===== src/rtl/tdc_code_accumulator_pkg.sv =====
// Shared types and width constants for the TDC code accumulator.
// Default widths live here so the decoder, interface and top stay consistent.
package tdc_acc_pkg;

  localparam int CODE_W_DEF   = 8;
  localparam int MAX_LOG2_DEF = 8;
  localparam int CNT_W        = $clog2(CODE_W_DEF + 1);
  localparam int SUM_W        = CNT_W + MAX_LOG2_DEF;

  typedef enum logic [1:0] {
    ST_IDLE = 2'd0,
    ST_ACC  = 2'd1,
    ST_DONE = 2'd2
  } state_e;

  // Requested window exponents beyond the supported maximum are clamped.
  function automatic logic [3:0] clamp_log2(input logic [3:0] w, input int max_log2);
    logic [3:0] lim;
    lim = 4'(max_log2);
    if (w > lim) begin
      return lim;
    end else begin
      return w;
    end
  endfunction

endpackage


===== src/rtl/tdc_code_accumulator_if.sv =====
// Sample/control/result bundle between the TDC stage, this accumulator and the readout mux.
interface tdc_code_accumulator_if
  import tdc_acc_pkg::*;
#(
  parameter int CODE_W   = CODE_W_DEF,
  parameter int MAX_LOG2 = MAX_LOG2_DEF
);
  localparam int TAP_W = $clog2(CODE_W + 1);
  localparam int ACC_W = TAP_W + MAX_LOG2;

  logic [CODE_W-1:0] code_i;
  logic              code_valid_i;
  logic              start_i;
  logic [3:0]        win_log2_i;
  logic              busy_o;
  logic              done_o;
  logic [ACC_W-1:0]  sum_o;
  logic [TAP_W-1:0]  mean_o;
  logic [TAP_W-1:0]  min_o;
  logic [TAP_W-1:0]  max_o;
  logic [7:0]        bubble_cnt_o;

  modport master (
    output code_i, code_valid_i, start_i, win_log2_i,
    input  busy_o, done_o, sum_o, mean_o, min_o, max_o, bubble_cnt_o
  );

  modport slave (
    input  code_i, code_valid_i, start_i, win_log2_i,
    output busy_o, done_o, sum_o, mean_o, min_o, max_o, bubble_cnt_o
  );

endinterface


===== src/rtl/tdc_code_accumulator_chk.sv =====
// Protocol and result-consistency assertions for the accumulator outputs.
module tdc_code_accumulator_chk #(
  parameter int TAP_W = 4
) (
  input logic             clk,
  input logic             rst,
  input logic             busy,
  input logic             done,
  input logic [TAP_W-1:0] mean,
  input logic [TAP_W-1:0] min_v,
  input logic [TAP_W-1:0] max_v,
  input logic [7:0]       bubble_cnt
);

  a_done_not_busy: assert property (@(posedge clk) disable iff (rst) done |-> !busy);

  a_done_pulse: assert property (@(posedge clk) disable iff (rst) done |=> !done);

  // A truncated mean of integers always lies between the window extremes.
  a_mean_range: assert property (@(posedge clk) disable iff (rst)
    done |-> ((mean >= min_v) && (mean <= max_v)));

  a_bubble_mono: assert property (@(posedge clk) disable iff (rst)
    (busy && $past(busy)) |-> (bubble_cnt >= $past(bubble_cnt)));

endmodule


===== src/rtl/tdc_thermo_decode.sv =====
// Combinational thermometer decoder: tap count plus bubble flag.
// Kept standalone so live-code display logic can reuse it.
module tdc_thermo_decode #(
  parameter int CODE_W = 8,
  parameter int TAP_W  = $clog2(CODE_W + 1)
) (
  input  logic [CODE_W-1:0] code,
  output logic [TAP_W-1:0]  count,
  output logic              bubble
);

  logic [TAP_W-1:0] count_s;
  logic [CODE_W-1:0] plus_one_s;

  // Population count of the code and detection of non 0..01..1 patterns.
  always_comb begin
    count_s    = '0;
    plus_one_s = code + CODE_W'(1);
    for (int i = 0; i < CODE_W; i++) begin
      count_s = count_s + TAP_W'(code[i]);
    end
  end

  assign count  = count_s;
  assign bubble = ((code & plus_one_s) != '0);

endmodule


===== src/rtl/tdc_code_accumulator.sv =====
// Windowed statistics (sum, mean, min, max, bubble count) over TDC thermometer samples.
// Results are held between windows so slow readout can sample them at leisure.
module tdc_code_accumulator
  import tdc_acc_pkg::*;
#(
  parameter int CODE_W   = CODE_W_DEF,
  parameter int MAX_LOG2 = MAX_LOG2_DEF
) (
  input  logic                  clk,
  input  logic                  rst,
  tdc_code_accumulator_if.slave bus
);

  localparam int TAP_W  = $clog2(CODE_W + 1);
  localparam int ACC_W  = TAP_W + MAX_LOG2;
  localparam int WCNT_W = MAX_LOG2 + 1;
  localparam int BUB_W  = 8;

  state_e            state_r, state_next_s;
  logic [3:0]        win_r;
  logic [WCNT_W-1:0] cnt_r, cnt_next_s, target_s;
  logic [ACC_W-1:0]  sum_acc_r, sum_next_s, sum_r;
  logic [TAP_W-1:0]  min_acc_r, max_acc_r, min_next_s, max_next_s, mean_next_s;
  logic [TAP_W-1:0]  mean_r, min_r, max_r;
  logic [BUB_W-1:0]  bub_r, bub_next_s;
  logic              busy_r, done_r;
  logic [TAP_W-1:0]  count_s;
  logic              bubble_s;
  logic              start_s, accept_s, last_s;

  tdc_thermo_decode #(
    .CODE_W (CODE_W),
    .TAP_W  (TAP_W)
  ) u_decode (
    .code   (bus.code_i),
    .count  (count_s),
    .bubble (bubble_s)
  );

  // Next values of the running statistics if the current sample is accepted.
  always_comb begin
    target_s    = WCNT_W'(1) << win_r;
    cnt_next_s  = cnt_r + WCNT_W'(1);
    sum_next_s  = sum_acc_r + ACC_W'(count_s);
    mean_next_s = TAP_W'(sum_next_s >> win_r);
    if (count_s < min_acc_r) begin
      min_next_s = count_s;
    end else begin
      min_next_s = min_acc_r;
    end
    if (count_s > max_acc_r) begin
      max_next_s = count_s;
    end else begin
      max_next_s = max_acc_r;
    end
    if (bubble_s && (bub_r != {BUB_W{1'b1}})) begin
      bub_next_s = bub_r + BUB_W'(1);
    end else begin
      bub_next_s = bub_r;
    end
  end

  // FSM next-state and per-cycle control strobes.
  always_comb begin
    state_next_s = state_r;
    start_s      = 1'b0;
    accept_s     = 1'b0;
    last_s       = 1'b0;
    case (state_r)
      ST_IDLE: begin
        if (bus.start_i) begin
          start_s      = 1'b1;
          state_next_s = ST_ACC;
        end else begin
          state_next_s = ST_IDLE;
        end
      end
      ST_ACC: begin
        if (bus.code_valid_i) begin
          accept_s = 1'b1;
          if (cnt_next_s == target_s) begin
            last_s       = 1'b1;
            state_next_s = ST_DONE;
          end else begin
            state_next_s = ST_ACC;
          end
        end else begin
          state_next_s = ST_ACC;
        end
      end
      ST_DONE: begin
        state_next_s = ST_IDLE;
      end
      default: begin
        state_next_s = ST_IDLE;
      end
    endcase
  end

  // FSM state register.
  always_ff @(posedge clk) begin
    if (rst) begin
      state_r <= ST_IDLE;
    end else begin
      state_r <= state_next_s;
    end
  end

  // Running accumulators; a start re-arms them with min at full scale.
  always_ff @(posedge clk) begin
    if (rst) begin
      win_r     <= 4'd0;
      cnt_r     <= '0;
      sum_acc_r <= '0;
      min_acc_r <= TAP_W'(CODE_W);
      max_acc_r <= '0;
      bub_r     <= '0;
    end else if (start_s) begin
      win_r     <= clamp_log2(bus.win_log2_i, MAX_LOG2);
      cnt_r     <= '0;
      sum_acc_r <= '0;
      min_acc_r <= TAP_W'(CODE_W);
      max_acc_r <= '0;
      bub_r     <= '0;
    end else if (accept_s) begin
      cnt_r     <= cnt_next_s;
      sum_acc_r <= sum_next_s;
      min_acc_r <= min_next_s;
      max_acc_r <= max_next_s;
      bub_r     <= bub_next_s;
    end
  end

  // Held result registers, loaded only by the sample that closes the window.
  always_ff @(posedge clk) begin
    if (rst) begin
      sum_r  <= '0;
      mean_r <= '0;
      min_r  <= '0;
      max_r  <= '0;
    end else if (last_s) begin
      sum_r  <= sum_next_s;
      mean_r <= mean_next_s;
      min_r  <= min_next_s;
      max_r  <= max_next_s;
    end
  end

  // Status flags registered from the next state so they align with it.
  always_ff @(posedge clk) begin
    if (rst) begin
      busy_r <= 1'b0;
      done_r <= 1'b0;
    end else begin
      busy_r <= (state_next_s == ST_ACC);
      done_r <= (state_next_s == ST_DONE);
    end
  end

  assign bus.busy_o       = busy_r;
  assign bus.done_o       = done_r;
  assign bus.sum_o        = sum_r;
  assign bus.mean_o       = mean_r;
  assign bus.min_o        = min_r;
  assign bus.max_o        = max_r;
  assign bus.bubble_cnt_o = bub_r;

  tdc_code_accumulator_chk #(
    .TAP_W (TAP_W)
  ) u_chk (
    .clk        (clk),
    .rst        (rst),
    .busy       (busy_r),
    .done       (done_r),
    .mean       (mean_r),
    .min_v      (min_r),
    .max_v      (max_r),
    .bubble_cnt (bub_r)
  );

endmodule


===== src/flat_wrapper.sv =====
// flat-port wrapper written by rule: the top's interface ports become plain ports
module tdc_code_accumulator_flat import tdc_acc_pkg::*;
#(
  parameter int CODE_W   = CODE_W_DEF,
  parameter int MAX_LOG2 = MAX_LOG2_DEF
)
  (clk, rst, bus_code_i, bus_code_valid_i, bus_start_i, bus_win_log2_i, bus_busy_o, bus_done_o, bus_sum_o, bus_mean_o, bus_min_o, bus_max_o, bus_bubble_cnt_o);
  tdc_code_accumulator_if #(.CODE_W(CODE_W), .MAX_LOG2(MAX_LOG2)) bus_i ();
  input  logic clk;
  input  logic rst;
  input wire logic [$bits(bus_i.code_i)-1:0] bus_code_i;
  input wire logic [$bits(bus_i.code_valid_i)-1:0] bus_code_valid_i;
  input wire logic [$bits(bus_i.start_i)-1:0] bus_start_i;
  input wire logic [$bits(bus_i.win_log2_i)-1:0] bus_win_log2_i;
  output wire logic [$bits(bus_i.busy_o)-1:0] bus_busy_o;
  output wire logic [$bits(bus_i.done_o)-1:0] bus_done_o;
  output wire logic [$bits(bus_i.sum_o)-1:0] bus_sum_o;
  output wire logic [$bits(bus_i.mean_o)-1:0] bus_mean_o;
  output wire logic [$bits(bus_i.min_o)-1:0] bus_min_o;
  output wire logic [$bits(bus_i.max_o)-1:0] bus_max_o;
  output wire logic [$bits(bus_i.bubble_cnt_o)-1:0] bus_bubble_cnt_o;
  assign bus_i.code_i = bus_code_i;
  assign bus_i.code_valid_i = bus_code_valid_i;
  assign bus_i.start_i = bus_start_i;
  assign bus_i.win_log2_i = bus_win_log2_i;
  assign bus_busy_o = bus_i.busy_o;
  assign bus_done_o = bus_i.done_o;
  assign bus_sum_o = bus_i.sum_o;
  assign bus_mean_o = bus_i.mean_o;
  assign bus_min_o = bus_i.min_o;
  assign bus_max_o = bus_i.max_o;
  assign bus_bubble_cnt_o = bus_i.bubble_cnt_o;
  tdc_code_accumulator #(.CODE_W(CODE_W), .MAX_LOG2(MAX_LOG2)) u_core (.clk(clk), .rst(rst), .bus(bus_i));
endmodule

===== config.mk =====
export PLATFORM = sky130hd
export DESIGN_NAME = tdc_code_accumulator_flat
export DESIGN_NICKNAME = d
export VERILOG_FILES = /design/src/rtl/tdc_code_accumulator_pkg.sv /design/src/rtl/tdc_code_accumulator_if.sv /design/src/rtl/tdc_code_accumulator_chk.sv /design/src/rtl/tdc_thermo_decode.sv /design/src/rtl/tdc_code_accumulator.sv /design/src/flat_wrapper.sv
export SDC_FILE = /design/constraint.sdc
export NUM_CORES = 1
export LEC_CHECK = 0
export CAP_MARGIN = 0
export CORE_MARGIN = 2
export CORE_UTILIZATION = 25
export DETAILED_ROUTE_END_ITERATION = 8
export SLEW_MARGIN = 20
export SYNTH_ARGS = -nofsm -noshare
export SYNTH_HDL_FRONTEND = slang
export SYNTH_SLANG_ARGS = --single-unit

===== constraint.sdc =====
create_clock -name clk -period 8 [get_ports clk]
set_input_delay 2 -clock clk [delete_from_list [all_inputs] [get_ports clk]]
set_output_delay 2 -clock clk [all_outputs]
set_load 0.05 [all_outputs]

==> out/qor.txt, run 1 <==
outcome = completed
CTS Hold Bufs = 0
Static Leakage = 1.86 nW
RD Place Congestion = 0.885
leading cell type in the layout, fill and taps excluded = dfxtp_1
latest clock arrival within the worst-skew pair = 0.34 ns
Synth Register Bits = 69
hold depth = 1
gr ovfl total = 0
Root Driver = clkbuf_16
CTS buffer count = 9
fmax = 0.142 GHz
Die W = 136 µm
Routed wire per std cell = 13.0 µm
setup TNS = 0 ns
initial antenna violation count = 0
Hold Crit Class = flip-flop to flip-flop
Met2 Routed Length = 4760 µm
Synth-to-Final Area Change = 23.1%
Worst-Margin Slew = 0.875 ns
r2r endpoint = u_core.bus.sum_o[5]
Mapped Cells = 512
Hold Startpoint = u_core.min_acc_r[3]
# Post-CTS Setup Buffers = 0
Initial Utilization = 25.4%
CTS tree = done
worst-path fanout max = 5
# DRC = 0
Final Hold Viols = 0
worst rel slew slack = 41.6%
Setup Crit Path Kind = input port to flip-flop
Core Util, Final = 31.3%
WL final = 10200 µm
R2R depth = 8
uppermost layer routed = met4
data arrival time of the worst path = 7.31 ns
CP cell instances = clkdlybuf4s50_1 -> inv_1 -> fa_1 -> fa_1 -> fa_1 -> inv_1 -> ha_1 -> inv_1 -> fa_1 -> inv_1 -> fa_1 -> a211oi_1 -> nor4_1 -> xnor2_1 -> buf_4 -> or3b_2 -> a211oi_1 -> nor4bb_1 -> a211oi_2
worst vdd ir = 0.110 mV
Final period util = 88.2%
ANT nets after route = 0
most common flop cell mapped by yosys = dfxtp_1
Tot Pwr = 1.12 mW
1st-pass router iterations = 4
unrepaired setup endpoints after global routing = false
Setup Skew = 0.00818 ns
PD cells = 209 nW/µm²
commonest non-fill, non-tap cells in the layout = dfxtp_1 (69), nor2_1 (61), clkdlybuf4s50_1 (49), nand2_1 (41), a21oi_1 (33)
met3 WL = 425 µm
Met1 Routed Length = 4850 µm
largest net degree at the start of global routing = 38
post-synthesis async set-or-reset flop share = 0%
clock sinks = 69
Clock Tree Buf Depth = 2
core box area = 17200 µm²
Seq/Total Area, Yosys = 31.6%
Post-synth EDFFs = 0
PortBufs = 49
drt initial violations = 152
synth warn = 0
Post-CTS Resized = 0
DR vias/cell = 4.67
slowest stage delay, CP = 0.56 ns
crit path launch type = input port
crit path time final = 7.05 ns
Worst Path Buf+Inv = 6
R2R Setup Slk = 4.57 ns
Syn Nets = 552
I/O pins = 50
RR Startpoint = u_core.win_r[0]
HPWL after detailed placement = 7360 µm
All-Layer GR Usage = 11.6%
synth unique cells = 65
Nets = 591
first-pass GRT wire length = 17200 µm
Syn Area/Cell = 8.53 µm²
Vias = 3646
slowest cell on the critical path = fa_1
final setup vio count = 0
final max-slew violation count = 0
H-tree depth = 3
hold endpoint = u_core.min_acc_r[3]
CTS clk-pin slew, worst paths = 0.06 ns
Fillers = 1858
Data required, critical path = 8.26 ns
die footprint = 18500 µm²
vias in the first global route = 3523
CP dominant cell by count = fa_1
Post-Syn Area = 4370 µm²
Die H = 136 µm
crit-path leading delay family = adder cells
Max Cap Violations = 0
layout cells sized above 1 = 10.4%
Worst setup EP type = flip-flop
Rows = 48
antenna cells = 0
[worst max path at each step]
stage,from,endpoint,depth (start not counted)
floorplan,bus_code_i[0],u_core.bus.mean_o[2],17
global placement,bus_code_i[0],u_core.bus.mean_o[2],19
detailed placement,bus_code_i[0],u_core.bus.mean_o[2],19
CTS,bus_code_i[0],u_core.bus.mean_o[2],19
global route,bus_code_i[0],u_core.bus.mean_o[2],19
finish,bus_code_i[0],u_core.bus.mean_o[2],19
[layout make-up]
| type | count | area [µm²] | area share (%) |
|---|---|---|---|
| well taps | 225 | 282 | 5.24 |
| multi-input cells | 384 | 2720 | 50.6 |
| repair buffers | 56 | 543 | 10.1 |
| inverters | 31 | 116 | 2.17 |
| flip-flops and latches | 69 | 1380 | 25.7 |
| clock buffers | 9 | 225 | 4.19 |
| clock inverters | 7 | 105 | 1.96 |
[synthesized netlist by cell type (2+ instances only)]
master / count / share of area, %
fa_1: 5 / 2.3
ha_1: 19 / 5.4
or4_1: 2 / 0.34
xnor2_1: 20 / 4.0
clkbuf_1: 18 / 1.5
and2_1: 7 / 1.0
o21a_1: 5 / 0.86
a32oi_1: 3 / 0.60
mux2i_1: 28 / 6.4
nand3_1: 7 / 0.80
or3_1: 4 / 0.57
a211o_1: 2 / 0.40
a211oi_1: 10 / 1.7
nand3b_1: 3 / 0.52
xor2_1: 14 / 2.8
nor2_1: 61 / 5.2
buf_12: 2 / 0.92
o31ai_1: 2 / 0.34
nor2b_1: 9 / 1.3
buf_1: 3 / 0.26
and3_1: 4 / 0.57
a31oi_1: 4 / 0.57
nor3_1: 4 / 0.46
o21ai_0: 16 / 1.8
dfxtp_1: 69 / 32
o211ai_1: 3 / 0.52
nand2b_1: 6 / 0.86
nor3_2: 2 / 0.46
buf_2: 2 / 0.23
inv_1: 31 / 2.7
nand4b_1: 2 / 0.40
o2111a_1: 2 / 0.52
nor2_2: 12 / 1.7
nor3b_1: 2 / 0.34
nand4_1: 10 / 1.4
a211oi_2: 13 / 3.7
a21oi_1: 33 / 3.8
a21o_1: 4 / 0.69
nand2_1: 41 / 3.5
buf_6: 2 / 0.52
nor4_1: 2 / 0.29
[stage by stage]
| stage | area, µm² | worst slack (ns) | hold WS, ns | cells |
|---|---|---|---|---|
| after floorplan | 4370 | 1.50 | 0.435 | 512 |
| after global placement | 5040 | 0.658 | 0.452 | 765 |
| after detailed placement | 5040 | 0.618 | 0.459 | 765 |
| after CTS | 5370 | 0.976 | 0.473 | 781 |
| after global routing | 5370 | 0.614 | 0.485 | 781 |
| final | 5370 | 0.947 | 0.470 | 781 |
[flip-flops by register name, summed over array words and instances (netlist names), 2 cells and up]
name,flops
u_core.bus.sum_o,12
u_core.sum_acc_r,12
u_core.cnt_r,9
u_core.bus.bubble_cnt_o,8
u_core.bus.max_o,4
u_core.bus.mean_o,4
u_core.bus.min_o,4
u_core.max_acc_r,4
u_core.min_acc_r,4
u_core.win_r,4
u_core.state_r,2
[per-layer routing]
metal / global-route usage [%] / up-vias
li1: - / 1867
met1: 15.3 / 1701
met2: 18.6 / 67
met3: 2.27 / 11
met4: 4.57 / 0
met5: 0 / -
[kinds of logic after synthesis]
| family | after synthesis | share of synthesized area (%) |
|---|---|---|
| buffers and inverters | 59 | 6.31 |
| AOI/OAI and AO/OA | 109 | 18.1 |
| adders and majority gates | 24 | 7.74 |
| xor gates and xnor gates | 35 | 7.34 |
| and+or+nand+nor | 186 | 21.6 |
| muxes | 30 | 7.19 |
| DFF | 69 | 31.6 |
[power by group]
part           switching (mW)  internal (mW)  total [mW]
Clock                   0.166          0.278       0.445
Sequential             0.0122          0.356       0.368
Combinational           0.181          0.128       0.309
No activity file was read; power rests on OpenSTA's default activity.
==> run 2, diff against run 1 <==
CORE_UTILIZATION = 30   (was 25)
PLACE_DENSITY = 0.58   (was unset)
SLEW_MARGIN = unset   (was 20)
==> out/qor.txt, run 2 (synthesis results as in run 1) <==
CTS clk-pin slew, worst paths = 0.06 ns (about the same)
antenna cells = 0 (unchanged)
PortBufs = 49 (unchanged)
PD cells = 209 nW/µm² (about the same)
final setup vio count = 0 (unchanged)
sequential share of power = 33.3% (was 32.8%)
Max Cap Violations = 0 (unchanged)
clock sinks = 69 (unchanged)
CTS tree = done (unchanged)
All-Layer GR Usage = 14.1% (was 11.6%)
latest clock arrival within the worst-skew pair = 0.35 ns (was 0.34 ns)
placed insts = 723 (was 765)
R2R Setup Slk = 4.47 ns (was 4.57 ns)
commonest non-fill, non-tap cells in the layout = dfxtp_1 (69), nor2_1 (61), clkdlybuf4s50_1 (49), nand2_1 (41), a21oi_1 (33) (unchanged)
final max-slew violation count = 0 (unchanged)
unrepaired setup endpoints after global routing = false (unchanged)
Vias = 3730 (was 3646)
outcome = completed (unchanged)
Nets = 590 (was 591)
data arrival time of the worst path = 7.30 ns (was 7.31 ns)
# Post-CTS Setup Buffers = 0 (unchanged)
Clock Tree Buf Depth = 2 (unchanged)
Post-CTS Resized = 0 (unchanged)
CTS buffer count = 9 (unchanged)
core box area = 14400 µm² (was 17200 µm²)
Clock power frac = 38.5% (was 39.6%)
setup TNS = 0 ns (unchanged)
Setup Crit Path Kind = input port to flip-flop (unchanged)
R2R depth = 7 (was 8)
Final period util = 87.9% (was 88.2%)
Tot Pwr = 1.11 mW (was 1.12 mW)
worst vdd ir = 0.116 mV (was 0.110 mV)
Synth-to-Final Area Change = 21.4% (was 23.1%)
Worst setup EP type = flip-flop (unchanged)
Static Leakage = 1.86 nW (about the same)
RD Place Congestion = 0.874 (was 0.885)
H-tree depth = 3 (unchanged)
Routed wire per std cell = 14.4 µm (was 13.0 µm)
Data required, critical path = 8.27 ns (was 8.26 ns)
DR vias/cell = 5.05 (was 4.67)
Hold Crit Class = flip-flop to flip-flop (unchanged)
vias in the first global route = 3660 (was 3523)
drt initial violations = 168 (was 152)
leading cell type in the layout, fill and taps excluded = dfxtp_1 (unchanged)
Net Sw Frac = 31.6% (was 32.0%)
initial antenna violation count = 0 (unchanged)
worst rel slew slack = 38.8% (was 41.6%)
Initial Utilization = 30.4% (was 25.4%)
HPWL after detailed placement = 7740 µm (was 7360 µm)
worst-path fanout max = 5 (unchanged)
fmax = 0.142 GHz (about the same)
Setup Skew = 0.0113 ns (was 0.00818 ns)
I/O pins = 50 (unchanged)
hold depth = 2 (was 1)
Worst-Margin Slew = 0.917 ns (was 0.875 ns)
design area = 5300 µm² (was 5370 µm²)
gr ovfl total = 0 (unchanged)
ANT nets after route = 0 (unchanged)
largest net degree at the start of global routing = 38 (unchanged)
Internal Power = 0.757 mW (was 0.763 mW)
Die W = 125 µm (was 136 µm)
crit path time final = 7.03 ns (was 7.05 ns)
Rows = 44 (was 48)
layout cells sized above 1 = 10.1% (was 10.4%)
sw power = 0.350 mW (was 0.359 mW)
CTS Hold Bufs = 0 (unchanged)
die footprint = 15500 µm² (was 18500 µm²)
Placed Area = 4980 µm² (was 5040 µm²)
1st-pass router iterations = 5 (was 4)
hold endpoint = u_core.sum_acc_r[0] (was u_core.min_acc_r[3])
RR Startpoint = u_core.win_r[0] (unchanged)
WL final = 10700 µm (was 10200 µm)
first-pass GRT wire length = 17800 µm (was 17200 µm)
Final Hold Viols = 0 (unchanged)
Root Driver = clkbuf_16 (unchanged)
final std cells w/o fill = 739 (was 781)
# DRC = 0 (unchanged)
Die H = 125 µm (was 136 µm)
Hold Startpoint = u_core.sum_acc_r[0] (was u_core.min_acc_r[3])
crit path launch type = input port (unchanged)
r2r endpoint = u_core.bus.mean_o[0] (was u_core.bus.sum_o[5])
Comb pwr share = 28.2% (was 27.5%)
run 2: cell types whose count changed in the layout (fill, tap and decap cells not counted), sizes merged:
cell and change:
buf -1, clkinv +4, clkbuf +1, inv -4, clkinvlp -1
run 2: worst max-delay path by stage:
stage                           end  cells past startpoint  slack (ns)           from
6_report       u_core.bus.mean_o[2]                     18        0.97  bus_code_i[1]
5_1_grt        u_core.bus.mean_o[2]                     18        0.63  bus_code_i[1]
4_1_cts        u_core.bus.mean_o[2]                     18        0.97  bus_code_i[1]
3_5_place_dp   u_core.bus.mean_o[2]                     18        0.62  bus_code_i[1]
3_3_place_gp   u_core.bus.mean_o[2]                     18        0.68  bus_code_i[0]
2_1_floorplan  u_core.bus.mean_o[2]                     17        1.50  bus_code_i[0]
run 2: layer usage:
metal / vias up / track usage, % / wire length, µm
met5: - / 0 / 0
met4: 0 / 4.76 / 200
met3: 14 / 4.25 / 495
met2: 84 / 23.7 / 5150
met1: 1765 / 17.1 / 4830
li1: 1867 / - / -
run 2: per-stage QoR:
stage	hold slack, ns	setup slack, ns	utilization [%]
4_1_cts	0.460	0.966	36.9
5_1_grt	0.483	0.634	36.9
2_1_floorplan	0.435	1.50	-
3_5_place_dp	0.452	0.624	34.7
3_3_place_gp	0.444	0.683	34.7
6_report	0.459	0.971	36.9
run 2: cell type report:
cell class	count	area (µm²)
fill	1468	9070
clock buffer	10	229
timing repair buffer	55	536
clock inverter	6	87.6
sequential	69	1380
inverter	31	116
tap	184	230
multi-input combinational	384	2720
run 2: critical path: stages:
cell,delay (ns)
clkdlybuf4s50_1,0.53
inv_1,0.08
fa_1,0.47
fa_1,0.51
fa_1,0.41
inv_1,0.07
ha_1,0.16
inv_1,0.05
fa_1,0.57
inv_1,0.13
fa_1,0.45
a211oi_1,0.48
nor4_1,0.13
xnor2_1,0.23
or3b_2,0.48
a211oi_1,0.24
nor4bb_1,0.10
a211oi_2,0.20
run 2: power groups by stage:
| stage | clock network, mW | logic [mW] | registers [mW] |
|---|---|---|---|
| after detailed placement | 0 | 0.315 | 0.376 |
| after CTS | 0.438 | 0.316 | 0.369 |
| after global placement | 0 | 0.311 | 0.376 |
| after floorplan | 0 | 0.206 | 0.398 |
| final | 0.426 | 0.312 | 0.369 |
| after global routing | 0.454 | 0.345 | 0.370 |
==> run 3, diff against run 2 <==
ABC_CLOCK_PERIOD_IN_PS = 8000   (was unset)
==> results of run 3 <==
The final DEF is identical to that of run 2; final timing and power are the same.
